<file path="config.mk">
export PLATFORM = sky130hd
export DESIGN_NAME = teng_step_engine
export DESIGN_NICKNAME = d
export VERILOG_FILES = /design/src/rtl/teng_step_engine.sv
export SDC_FILE = /design/constraint.sdc
export NUM_CORES = 1
export LEC_CHECK = 0
export ABC_CLOCK_PERIOD_IN_PS = 11300
export CELL_PAD_IN_SITES_DETAIL_PLACEMENT = 0
export CELL_PAD_IN_SITES_GLOBAL_PLACEMENT = 1
export CORE_ASPECT_RATIO = 1.25
export CORE_UTILIZATION = 49
export DETAILED_ROUTE_END_ITERATION = 8
export HOLD_SLACK_MARGIN = 0.03
export PLACE_DENSITY_LB_ADDON = 0.1
export SLEW_MARGIN = 10
export SYNTH_ARGS = -nofsm -noshare
export SYNTH_HDL_FRONTEND = slang
export SYNTH_SLANG_ARGS = --single-unit
</file>
<file path="constraint.sdc">
create_clock -name clk -period 11.3 [get_ports clk]
set_input_delay 2.26 -clock clk [delete_from_list [all_inputs] [get_ports clk]]
set_output_delay 2.26 -clock clk [all_outputs]
set_load 0.01 [all_outputs]
</file>
<file path="src/rtl/teng_step_engine.sv">
// Discrete-time TENG + load-capacitor step engine: one model step per displacement sample,
// sequenced over a single shared multiplier. Optional half-wave rectifier: TENG_RECTIFIER_EN.
module teng_step_engine #(
    parameter int XW   = 8,
    parameter int QW   = 16,
    parameter int VW   = 16,
    parameter int KW   = 8,
    parameter int K_OC = 16,
    parameter int K_C  = 8,
    parameter int K_G  = 4,
    parameter int FRAC = 4
) (
    input  logic                 clk,
    input  logic                 rst,
    input  logic                 x_valid,
    input  logic [XW-1:0]        x_in,
    output logic                 x_ready,
    input  logic                 q_clear,
    output logic                 out_valid,
    output logic signed [QW-1:0] q_out,
    output logic signed [VW-1:0] vteng_out,
    output logic signed [QW-1:0] icap_out,
    output logic [15:0]          step_cnt
);

    localparam int MW_QV = (QW > VW) ? QW : VW;
    localparam int MW    = (MW_QV > XW + 1) ? MW_QV : XW + 1;
    localparam int PW    = MW + KW + 1;
    localparam int SW    = PW + 1;

    // Gains are unsigned; one extra zero MSB lets them feed the signed multiplier.
    localparam logic signed [KW:0] KOC_S = (KW + 1)'(K_OC);
    localparam logic signed [KW:0] KC_S  = (KW + 1)'(K_C);
    localparam logic signed [KW:0] KG_S  = (KW + 1)'(K_G);

    localparam logic signed [SW-1:0] V_MAX = SW'({1'b0, {(VW - 1){1'b1}}});
    localparam logic signed [SW-1:0] V_MIN = ~V_MAX;
    localparam logic signed [SW-1:0] Q_MAX = SW'({1'b0, {(QW - 1){1'b1}}});
    localparam logic signed [SW-1:0] Q_MIN = ~Q_MAX;

    typedef enum logic [2:0] {IDLE, MX, MQ, MI, UPD} state_t;

    function automatic logic signed [VW-1:0] sat_v(input logic signed [SW-1:0] a);
        if (a > V_MAX)      return V_MAX[VW-1:0];
        else if (a < V_MIN) return V_MIN[VW-1:0];
        else                return a[VW-1:0];
    endfunction

    function automatic logic signed [QW-1:0] sat_q(input logic signed [SW-1:0] a);
        if (a > Q_MAX)      return Q_MAX[QW-1:0];
        else if (a < Q_MIN) return Q_MIN[QW-1:0];
        else                return a[QW-1:0];
    endfunction

    state_t                 state_q, state_d;
    logic [XW-1:0]          x_q, x_d;
    logic signed [PW-1:0]   voc_q, voc_d;
    logic signed [VW-1:0]   vstep_q, vstep_d;
    logic signed [QW-1:0]   q_q, q_d, icap_q, icap_d;
    logic signed [VW-1:0]   vteng_q, vteng_d;
    logic [15:0]            cnt_q, cnt_d;
    logic                   ov_q, ov_d;

    logic signed [MW-1:0]   mul_a;
    logic signed [KW:0]     mul_b;
    logic signed [PW-1:0]   mul_p, mul_sh;
    logic signed [QW-1:0]   i_raw, i_val;

    // Single shared multiplier; the operand pair is chosen by the current step phase.
    always_comb begin
        // NOTE: every combinational output gets a default first so no path can infer a latch.
        mul_a = '0;
        mul_b = '0;
        case (state_q)
            MX:      begin mul_a = MW'(x_q);     mul_b = KOC_S; end
            MQ:      begin mul_a = MW'(q_q);     mul_b = KC_S;  end
            MI:      begin mul_a = MW'(vstep_q); mul_b = KG_S;  end
            default: ;
        endcase
        mul_p  = PW'(mul_a) * PW'(mul_b);
        mul_sh = mul_p >>> FRAC;
        i_raw  = sat_q(SW'(mul_sh));
`ifdef TENG_RECTIFIER_EN
        i_val  = i_raw[QW-1] ? '0 : i_raw;
`else
        i_val  = i_raw;
`endif
    end

    always_comb begin
        state_d = state_q;
        x_d     = x_q;
        voc_d   = voc_q;
        vstep_d = vstep_q;
        q_d     = q_q;
        vteng_d = vteng_q;
        icap_d  = icap_q;
        cnt_d   = cnt_q;
        ov_d    = 1'b0;
        if (q_clear) begin
            state_d = IDLE;
            q_d     = '0;
            vteng_d = '0;
            icap_d  = '0;
        end else begin
            case (state_q)
                IDLE: if (x_valid) begin
                    x_d     = x_in;
                    state_d = MX;
                end
                MX: begin
                    voc_d   = mul_sh;
                    state_d = MQ;
                end
                MQ: begin
                    vstep_d = sat_v(SW'(voc_q) - SW'(mul_sh));
                    state_d = MI;
                end
                // Results are registered here so they are visible while out_valid is high in UPD.
                MI: begin
                    q_d     = sat_q(SW'(q_q) + SW'(i_val));
                    vteng_d = vstep_q;
                    icap_d  = i_val;
                    cnt_d   = cnt_q + 16'd1;
                    ov_d    = 1'b1;
                    state_d = UPD;
                end
                UPD:     state_d = IDLE;
                default: state_d = IDLE;
            endcase
        end
    end

    always_ff @(posedge clk or posedge rst) begin
        if (rst) begin
            state_q <= IDLE;
            x_q     <= '0;
            voc_q   <= '0;
            vstep_q <= '0;
            q_q     <= '0;
            vteng_q <= '0;
            icap_q  <= '0;
            cnt_q   <= '0;
            ov_q    <= 1'b0;
        end else begin
            // NOTE: non-blocking assignments so every register samples pre-edge values.
            state_q <= state_d;
            x_q     <= x_d;
            voc_q   <= voc_d;
            vstep_q <= vstep_d;
            q_q     <= q_d;
            vteng_q <= vteng_d;
            icap_q  <= icap_d;
            cnt_q   <= cnt_d;
            ov_q    <= ov_d;
        end
    end

    // Ready is gated by rst so it reads 0 throughout reset, and by q_clear so a clear wins.
    assign x_ready   = (state_q == IDLE) && !rst && !q_clear;
    assign out_valid = ov_q;
    assign q_out     = q_q;
    assign vteng_out = vteng_q;
    assign icap_out  = icap_q;
    assign step_cnt  = cnt_q;

endmodule

</file>
==> metrics.md <==
| Metric | Value |
|---|---|
| Cells along the critical path | nor3b_1 > and2_1 > ha_1 > fa_1 > ha_1 > fa_1 > a21oi_1 > o21ai_2 > a211oi_2 > nor2_4 > xnor2_2 > o22ai_1 > a221oi_4 > o21bai_1 > ha_1 > and3_1 > a22oi_1 > a211oi_1 > a221oi_2 > o21ai_0 > nor2b_1 > nor2_1 > a22oi_1 > nand2_1 |
| Outcome | completed |
| Routability cong. | 0.908 |
| Most common cell after layout, fill and taps aside | dfrtp_1 |
| Most frequent cell on the critical path | ha_1 |
| Final Slew Violations | 0 |
| Post-route DRC | 0 |
| Sequential element share of the synthesized area | 34.0% |
| Clock sinks | 110 |
| Chip width | 117 um |
| Area grow syn2layout | 15.9% |
| Post-Synth Simple-Gate Area | 15.5% |
| Internal power | 0.000889 W |
| Final Hold Fails | 0 |
| Core Rows | 52 |
| Die extent in y | 146 um |
| Yosys warns | 0 |
| Hold_buf cts | 0 |
| Average cell area after synthesis | 9.31 um^2 |
| First-pass GRT wire length | 33,200 um |
| Maximum level of the CTS H-tree | 3 |
| Fin nets | 1,058 |
| Final min period | 8.13 ns |
| DR WL/cell | 17.5 um |
| Main combinational cell family by area after synthesis | compound AO/OA/AOI/OAI gates |
| Gr usage total | 25.3% |
| Pre-antenna DRT Iters | 5 |
| Sw Share | 39.0% |
| Vias | 6,541 |
| Cell leakage power | 4.61 nW |
| Post-route setup slack | 3.17 ns |
| Initial Utilization | 50.0% |
| Worst VDD drop | 92.7 uV |
| Count of final setup violators | 0 |
| Clock transition at the registers of the reported paths | 0.08 ns |
| Post-synthesis mux area share | 1.58% |
| Worst setup path class | register to register |
| Diodes inserted | 0 |
| CP endpoint kind | register |
| Worst Path Arrival | 8.42 ns |
| Syn Inst Count | 870 |
| Pwr Total | 0.00146 W |
| Post-CTS Resized | 0 |
| Post-Synth XOR/XNOR Area | 6.15% |
| Post-synth cell types | 66 |
| Setup TNS | 0 ns |
| Unrepaired setup endpoints after global routing | no |
| Post-CTS Setup Bufs | 0 |
| Die area | 0.0171 mm^2 |
| Ys async rst share | 100% |
| Antenna-violating nets left | 0 |
| Clk network pwr share | 22.1% |
| Port bufs | 77 |
| Post-Route WL | 20,400 um |
| Fmax | 123 MHz |
| HPWL after DPL | 15,800 um |
| Final Cycle Share | 71.9% |
| Clk_lat worst skew | 0.36 ns |
| Initial antenna violation count | 0 |
| Synth Area in Compound Gates | 20.8% |
| Net switching power | 0.000569 W |
| Filler cell count in the final layout | 1,460 |
| Ys flop type | dfrtp_1 |
| Most frequent cells in the layout | dfrtp_1 (110), nand2_1 (104), ha_1 (87) |
| CP peak stage delay | 0.82 ns |
| Max_cap viols | 0 |
| Ports | 78 |
| Grt total ovfl | 0 |
| Flops & latches, synth | 110 |
| Worst-Margin Slew | 1.10 ns |
| Worst endpoint required time | 11.59 ns |
| CP Max Fanout | 15 |
| Logic pwr share | 43.1% |
| Root buf cell | clkbuf_16 |
| Iter 0 DRT Violations | 302 |
| Place WS | 3.19 ns |
| Post-synth EDFFs | 0 |
| Pwr Density | 155 mW/mm^2 |
| Largest net degree at the start of global routing | 71 |
| CTS tree | built |
| CP max-delay cell | nor2_1 |
| Syn Std Cell Area | 0.00810 mm^2 |
| CTS max path bufs | 2 |
| Adder-cell share of the synthesized area | 17.9% |
| Post-DP Area | 0.00909 mm^2 |
| Slew HR | 26.1% |
| Total CTS buffers | 9 |
| Number of global-route vias before repair | 6,578 |
| Seq pwr share | 34.9% |
| Core footprint | 0.0162 mm^2 |
| Layout cells sized above 1 | 6.98% |
| Final Cell Area | 0.00939 mm^2 |
| Worst Skew | 0.00903 ns |
| Critical path launch point type | register |
| Routed vias/inst | 5.63 |
| Hold Path Class | register to register |
## kinds of logic after synthesis
family          after synthesis
buf+inv                      81
simple gates                273
flops                       110
other cells                   2
xor+xnor                     56
fa+ha+maj                   105
mux                          11
compound gates              232
## final cells by class
type	instances	area, um^2	share of cell area [%]
multi-input combinational	687	5060	53.9
sequential	110	2750	29.3
timing repair buffer	83	816	8.68
tap	216	270	2.88
clock buffer	9	225	2.40
inverter	50	190	2.02
clock inverter	7	75.1	0.799
## synth_stat cells, types with 6 or more instances
cell      number  share of area [%]
dfrtp_1      110                 34
nand2_1      104                4.8
ha_1          87                 13
nor2_1        75                3.5
a21oi_1       53                3.3
inv_1         49                2.3
o21ai_0       37                2.3
xnor2_1       33                3.6
and2_1        28                2.2
clkbuf_1      25                1.2
o21a_1        24                2.2
xor2_1        22                2.4
a21o_1        20                1.9
a22oi_1       20                1.9
fa_1          18                4.4
nand3_1       16               0.99
nor3_1        11               0.68
mux2_2        10                1.4
o21bai_2      10                1.4
nor2b_1        9               0.69
o211ai_1       8               0.74
o21bai_1       8               0.74
a211oi_1       7               0.65
and3_1         7               0.54
a22o_1         6               0.65
## per-layer routing
layer  global-route usage, %  up-vias  part of all wire (%)
met2                    43.0      121                    50
met4                    8.10        0                   2.1
li1                        -     3173                     -
met3                    3.33       20                   3.3
met1                    33.0     3227                    45
met5                       0        -                     0
## stage by stage
| stage | hold slack (ns) | std cells | util (%) |
|---|---|---|---|
| 3_3_place_gp | 0.461 | 1146 | 56.1 |
| 6_report | 0.486 | 1162 | 58.0 |
| 2_1_floorplan | 0.456 | 878 | - |
| 4_1_cts | 0.490 | 1162 | 58.0 |
| 3_5_place_dp | 0.477 | 1146 | 56.1 |
| 5_1_grt | 0.502 | 1162 | 58.0 |
## final timing paths
| kind | cells after the start | slack, ns | end | start |
|---|---|---|---|---|
| max | 24 | 3.17 | q_out[4] | state_q[1] |
| min | 1 | 0.49 | step_cnt[15] | step_cnt[15] |
| max reg2reg | 24 | 3.17 | q_out[4] | state_q[1] |
| min reg2reg | 1 | 0.49 | step_cnt[15] | step_cnt[15] |
| max in group asynchronous | 3 | 7.64 | vstep_q[11] | rst |
| min in group asynchronous | 2 | 2.38 | q_out[10] | rst |
## power by group through the flow
stage	Clock (W)	Combinational (W)	Sequential, W
6_report	0.000322	0.000628	0.000508
3_5_place_dp	0	0.000623	0.000515
3_3_place_gp	0	0.000608	0.000512
5_1_grt	0.000345	0.000697	0.000518
2_1_floorplan	0	0.000472	0.000507
4_1_cts	0.000331	0.000627	0.000509
## sequential cells by signal (all words and copies together), names as in the netlist
name,count
step_cnt,16
icap_out,16
x_q,8
q_out,16
state_q,3
voc_q,18
vteng_out,16
out_valid,1
vstep_q,16
## critical path, delay by kind of cell (launching register included)
kind / cells / cell delay [ns]
AOI/OAI and AO/OA: 11 / 3.09
xor gates and xnor gates: 1 / 0.22
adders and majority gates: 5 / 1.92
DFF: 1 / 0.48
and+or+nand+nor: 7 / 2.33
Power figures use the tool's default switching activity.
